===== config.mk =====
export PLATFORM = sky130hd
export DESIGN_NAME = octal_key_debouncer
export DESIGN_NICKNAME = d
export VERILOG_FILES = /design/src/rtl/octal_key_debouncer.sv
export SDC_FILE = /design/constraint.sdc
export NUM_CORES = 1
export LEC_CHECK = 0
export CAP_MARGIN = 20
export CORE_MARGIN = 2
export CORE_UTILIZATION = 57
export CTS_CLUSTER_DIAMETER = 30
export CTS_CLUSTER_SIZE = 12
export DETAILED_ROUTE_END_ITERATION = 7
export GPL_ROUTABILITY_DRIVEN = 0
export PLACE_DENSITY = 0.79
export SLEW_MARGIN = 20
export SYNTH_ARGS = -nofsm -noshare
export SYNTH_HDL_FRONTEND = slang
export SYNTH_SLANG_ARGS = --single-unit

===== constraint.sdc =====
create_clock -name clk -period 3.24 [get_ports clk]
set_input_delay 0.972 -clock clk [delete_from_list [all_inputs] [get_ports clk]]
set_output_delay 0.972 -clock clk [all_outputs]
set_load 0.05 [all_outputs]

===== src/rtl/octal_key_debouncer.sv =====
// ---------------------------------------------------------------------------
// octal_key_debouncer
//
// Turns eight raw, bouncy, asynchronous key lines into a clean one-hot word
// for the downstream combinational octal-to-binary encoder. That encoder only
// gives sane results for one-hot or all-zero input, so this block
// synchronises the keys, picks the highest pressed key, debounces both the
// press and the release, and never presents a multi-hot code.
//
// Optional feature macro: OCT_KEY_REPEAT_EN
//   defined   -> auto-repeat strobes every REPEAT_CYCLES clocks while HELD
//   undefined -> exactly one strobe per accepted press (default build)
//
// Parameters
//   DB_CYCLES     : consecutive stable samples needed to accept press/release
//   REPEAT_CYCLES : auto-repeat period in clocks (repeat build only)
//   CNT_WIDTH     : width of the debounce and repeat counters
//
// Ports
//   clk        : single clock, rising edge
//   rst        : asynchronous active-high reset
//   key_in     : raw key lines, 1 = pressed, asynchronous to clk
//   oct        : debounced one-hot key code, 0 when no key is held
//   key_valid  : high while oct is non-zero
//   key_strobe : one-cycle pulse per accepted press (and per auto-repeat)
//   multi_err  : high while a key other than the accepted one is also down
// ---------------------------------------------------------------------------
module octal_key_debouncer #(
   parameter int DB_CYCLES     = 16,
   parameter int REPEAT_CYCLES = 256,
   parameter int CNT_WIDTH     = 16
) (
   input  logic       clk,
   input  logic       rst,
   input  logic [7:0] key_in,
   output logic [7:0] oct,
   output logic       key_valid,
   output logic       key_strobe,
   output logic       multi_err
);

   typedef enum logic [1:0] {
      IDLE     = 2'd0,
      DB_PRESS = 2'd1,
      HELD     = 2'd2,
      DB_REL   = 2'd3
   } state_t;

   localparam logic [CNT_WIDTH-1:0] DB_LAST  = CNT_WIDTH'(DB_CYCLES - 1);
   localparam logic [CNT_WIDTH-1:0] CNT_ONE  = CNT_WIDTH'(1);

   // Parameter sanity: a debounce count below 2 or beyond the counter range
   // would make the terminal-count compare meaningless.
   if ((DB_CYCLES < 2) ||
       (longint'(DB_CYCLES) > ((longint'(1) << CNT_WIDTH) - 1)) ||
       (REPEAT_CYCLES < 1)) begin : g_param_range_error
      $error("octal_key_debouncer: parameter out of range");
   end

   state_t               state_q, state_d;
   logic [7:0]           keyMeta_q, keySync_q;
   logic [7:0]           cand_q, cand_d;
   logic [CNT_WIDTH-1:0] cnt_q, cnt_d;
   logic [7:0]           oct_q, oct_d;
   logic                 valid_q, valid_d;
   logic                 strobe_q, strobe_d;
   logic                 multiErr_q, multiErr_d;
   logic [7:0]           pri;
   logic                 candHeld;

`ifdef OCT_KEY_REPEAT_EN
   localparam logic [CNT_WIDTH-1:0] RPT_LAST = CNT_WIDTH'(REPEAT_CYCLES - 1);
   logic [CNT_WIDTH-1:0] rptCnt_q, rptCnt_d;
`endif

   // Priority pick: later (higher) bits overwrite earlier ones, so the
   // highest pressed key wins and pri is always one-hot or zero.
   always_comb begin
      pri = '0;
      for (int i = 0; i < 8; i++) begin
         if (keySync_q[i]) begin
            pri    = '0;
            pri[i] = 1'b1;
         end
      end
   end

   // While a key is accepted we only watch that key's own line; other keys
   // can come and go without disturbing the code.
   assign candHeld = |(keySync_q & cand_q);

   // State register: synchroniser, FSM state, debounce bookkeeping and the
   // registered outputs. Everything clears asynchronously so the encoder sees
   // zero the moment reset is asserted.
   always_ff @(posedge clk or posedge rst) begin
      if (rst) begin
         keyMeta_q  <= '0;
         keySync_q  <= '0;
         state_q    <= IDLE;
         cand_q     <= '0;
         cnt_q      <= '0;
         oct_q      <= '0;
         valid_q    <= 1'b0;
         strobe_q   <= 1'b0;
         multiErr_q <= 1'b0;
`ifdef OCT_KEY_REPEAT_EN
         rptCnt_q   <= '0;
`endif
      end else begin
         keyMeta_q  <= key_in;
         keySync_q  <= keyMeta_q;
         state_q    <= state_d;
         cand_q     <= cand_d;
         cnt_q      <= cnt_d;
         oct_q      <= oct_d;
         valid_q    <= valid_d;
         strobe_q   <= strobe_d;
         multiErr_q <= multiErr_d;
`ifdef OCT_KEY_REPEAT_EN
         rptCnt_q   <= rptCnt_d;
`endif
      end
   end

   // Next-state logic. Press debounce tracks a candidate key and restarts
   // whenever the winning key changes; release debounce restarts whenever
   // the accepted key's line comes back, which absorbs release bounce.
   always_comb begin
      state_d = state_q;
      cand_d  = cand_q;
      cnt_d   = cnt_q;
      case (state_q)
         IDLE: begin
            if (pri != 8'h00) begin
               cand_d  = pri;
               cnt_d   = '0;
               state_d = DB_PRESS;
            end
         end
         DB_PRESS: begin
            if (pri == 8'h00) begin
               state_d = IDLE;
            end else if (pri != cand_q) begin
               cand_d = pri;
               cnt_d  = '0;
            end else if (cnt_q == DB_LAST) begin
               state_d = HELD;
            end else begin
               cnt_d = cnt_q + CNT_ONE;
            end
         end
         HELD: begin
            if (!candHeld) begin
               state_d = DB_REL;
               cnt_d   = '0;
            end
         end
         DB_REL: begin
            if (candHeld) begin
               state_d = HELD;
               cnt_d   = '0;
            end else if (cnt_q == DB_LAST) begin
               state_d = IDLE;
               cnt_d   = '0;
            end else begin
               cnt_d = cnt_q + CNT_ONE;
            end
         end
         default: begin
            state_d = IDLE;
         end
      endcase
   end

   // Output logic. The code is loaded only on the DB_PRESS->HELD transition
   // and cleared only on DB_REL->IDLE, so oct is a copy of the one-hot
   // candidate or zero. multi_err looks at the state before the edge.
   always_comb begin
      oct_d      = oct_q;
      valid_d    = valid_q;
      strobe_d   = 1'b0;
      multiErr_d = ((state_q == HELD) || (state_q == DB_REL)) &&
                   ((keySync_q & ~cand_q) != 8'h00);
      if ((state_q == DB_PRESS) && (state_d == HELD)) begin
         oct_d    = cand_q;
         valid_d  = 1'b1;
         strobe_d = 1'b1;
      end
      if ((state_q == DB_REL) && (state_d == IDLE)) begin
         oct_d   = '0;
         valid_d = 1'b0;
      end
`ifdef OCT_KEY_REPEAT_EN
      // Repeat timer restarts on every entry to HELD, runs while in HELD and
      // freezes during release debounce.
      rptCnt_d = rptCnt_q;
      if ((state_d == HELD) && (state_q != HELD)) begin
         rptCnt_d = '0;
      end else if (state_q == HELD) begin
         if (rptCnt_q == RPT_LAST) begin
            rptCnt_d = '0;
            strobe_d = 1'b1;
         end else begin
            rptCnt_d = rptCnt_q + CNT_ONE;
         end
      end
`endif
   end

   assign oct        = oct_q;
   assign key_valid  = valid_q;
   assign key_strobe = strobe_q;
   assign multi_err  = multiErr_q;

endmodule


==> impl_metrics.tcl <==
set metrics [dict create \
    arrival_ns 2.93 \
    final_layout_size_suffix_gt1_share_pct 12.41 \
    cts_root_buf "clkbuf_8" \
    syn_to_final_growth_pct 14.24 \
    clock_sinks 53 \
    min_period_ns 2.688 \
    vias 1855 \
    cts_resized 0 \
    criticalPathCategory "reg2reg" \
    r2r_cells 7 \
    final.setup_skew_ns 0.01216 \
    nets 278 \
    io_buffer_count 20 \
    post-route-period-util_pct 82.95 \
    start_util_pct 58.33 \
    core_sq_um 4294 \
    fin_util_pct 66.64 \
    drt-pass1-iter-count 4 \
    diodes 0 \
    power.density_nw_per_um2 433.4 \
    h-tree-depth 2 \
    worstHoldStart "keyMeta_q[5]$_DFF_PP0_" \
    first_global_vias 1709 \
    ys_ff_latch 53 \
    fillers 353 \
    cts_setup_buffers 0 \
    start_kind "register" \
    rsz0062_at_grt "no" \
    worstPathRequired_ns 3.48 \
    path_clk_slew_ns 0.09 \
    register_area_sq_um 1326 \
    holdBufCountCts 0 \
    wl_met3_um 249 \
    ys_types 50 \
    track_usage_pct 20.45 \
    crit_path_start "keySync_q[5]$_DFF_PP0_" \
    netlist_instances 240 \
    hold_depth 0 \
    synth_top_area_share_pct 52.95 \
    multi_input_area_sq_um 1104 \
    die_h_um 70.29 \
    syn_area_sq_um 2505 \
    synth-warning-count 0 \
    grt_remaining_overflow 0 \
    min_path_type "reg2reg" \
    synthTopCellsByArea "dfrtp_1, nand2_1, nor2b_1" \
    async_flop_share_pct 100.0 \
    cts.path.max_buffers 2 \
    synth_edf_count 0 \
    worstPathMaxFanout 12 \
    syn_area_per_cell_sq_um 10.44 \
    route.detailed.drc 0 \
    die-width_um 70.29 \
    worstSkewPairLatency_ns 0.31 \
    top_layer "met4" \
    drt-met1-wl_mm 2.235 \
    cts_made_buffers 5 \
    grt_antenna_before_repair 0 \
    ys.flop_type "dfrtp_1" \
    maxSlewHeadroom_pct 57.53 \
    max_freq_ghz 0.3721 \
    first_iter_violations 184 \
    r2r-start "keySync_q[5]$_DFF_PP0_" \
    cp-end-kind "register" \
    ir_worst_vdd_mv 0.3186 \
    slew_viol_final 0 \
    synth_nets 253 \
    io_pins 21 \
    cts_tree "done" \
    worst_slew_pin_slew_ns 0.6348 \
    wl_met2_mm 1.970 \
    maxCapViolations 0 \
    status "complete, no violations" \
    wl_mm 4.512 \
    dieArea_sq_um 4941 \
    grt_max_degree 54 \
    yosys.area.top_type "dfrtp_1" \
    wire_per_inst_um 14.19 \
    setup_viol 0 \
    avgViaCountPerCell 5.833 \
    post-dp-hpwl_mm 3.285 \
    p_leak_nw 1.258 \
    grt_pass1_wl_mm 7.948 \
    synth_seq_area_share_pct 52.95 \
    tns_ns 0 \
    rows 24 \
    ant_nets 0 \
    finalHoldViolCount 0 \
]
-- layout by cell type (no fill, tap or decap), drive strengths merged, types with 3 or more instances in the layout --
| cell type | synthesis | routed |
|---|---|---|
| nand3 | 9 | 9 |
| buf | 5 | 3 |
| or4 | 3 | 3 |
| nand2 | 29 | 29 |
| clkbuf | 0 | 5 |
| o22ai | 3 | 3 |
| ha | 3 | 3 |
| and3 | 9 | 9 |
| nor2 | 12 | 12 |
| inv | 11 | 12 |
| o21ai | 20 | 20 |
| a22o | 9 | 9 |
| mux2 | 3 | 3 |
| nor3 | 7 | 7 |
| nor2b | 14 | 14 |
| a21oi | 13 | 13 |
| clkdlybuf4s50 | 0 | 20 |
| dfrtp | 53 | 53 |
| a2111oi | 4 | 4 |
| a21o | 4 | 4 |
| and2 | 3 | 3 |
-- cell type report --
cell class | count | area share (%)
clock buffer | 5 | 2.405
timing repair buffer | 23 | 8.220
inverter | 11 | 1.443
multi-input combinational | 171 | 38.57
sequential | 53 | 46.35
tap | 52 | 2.274
clock inverter | 3 | 0.7433
-- routing by layer --
metal  up-vias  track usage, %
met4         0           5.983
met3         6           4.473
met5         -               0
met2        60           30.29
li1        924               -
met1       865           30.33
-- synthesized netlist by cell type, drive strengths merged, types with 2 or more instances --
library cell / number
a2111oi: 4
a21o: 4
a21oi: 13
a22o: 9
a31o: 2
and2: 3
and3: 9
buf: 5
dfrtp: 53
ha: 3
inv: 11
mux2: 3
mux2i: 2
nand2: 29
nand2b: 2
nand3: 9
nand4b: 2
nor2: 12
nor2b: 14
nor3: 7
nor4: 2
o21ai: 20
o22a: 2
o22ai: 3
o31ai: 2
or4: 3
-- where the power goes --
| group | switching, mW | total, mW | internal, mW |
|---|---|---|---|
| logic | 0.0962 | 0.164 | 0.0675 |
| clock network | 0.213 | 0.367 | 0.153 |
| registers | 0.0261 | 0.710 | 0.684 |
| total | 0.336 | 1.24 | 0.904 |
-- metrics by stage --
stage	power [mW]	hold WS [ns]	area (sq um)	std cells	setup WS, ns
after floorplan	0.8469	0.3312	2505	240	0.8043
after global placement	0.8848	0.3321	2771	310	0.5456
after detailed placement	0.8879	0.3371	2771	310	0.5719
after CTS	1.257	0.3589	2861	318	0.5342
after global routing	1.302	0.3639	2861	318	0.3408
final	1.240	0.3559	2861	318	0.5523
-- logic make-up after synthesis --
family / share of synthesized area [%]
adder cells (fa/ha/maj): 1.499
flip-flops: 52.95
AO/OA/AOI/OAI: 19.88
AND/OR/NAND/NOR: 20.18
multiplexers: 2.148
buffers and inverters: 2.997
XOR/XNOR: 0.3497
-- worst max-delay path, cell delays in order (launching register included) --
cell and delay, ns:
dfrtp_1 0.43, or4_4 0.57, nor2_4 0.20, a31oi_4 0.14
a2111oi_2 0.40, o21ai_2 0.18, a21oi_2 0.48, a22o_1 0.22
-- flip-flops by register name (all words and copies together), names as in the netlist --
name        cells
cnt_q          16
cand_q          8
keyMeta_q       8
keySync_q       8
oct             8
state_q         2
key_strobe      1
key_valid       1
multi_err       1
-- worst paths after layout --
check | to | slack [ns]
max | cnt_q[8]$_DFFE_PP0P_ | 0.55
min | keySync_q[5]$_DFF_PP0_ | 0.36
max reg2reg | cnt_q[8]$_DFFE_PP0P_ | 0.55
min reg2reg | keySync_q[5]$_DFF_PP0_ | 0.36
max in group asynchronous | cnt_q[8]$_DFFE_PP0P_ | 1.99
min in group asynchronous | cnt_q[0]$_DFFE_PP0P_ | 1.01
(Power assumes the default switching activity.)
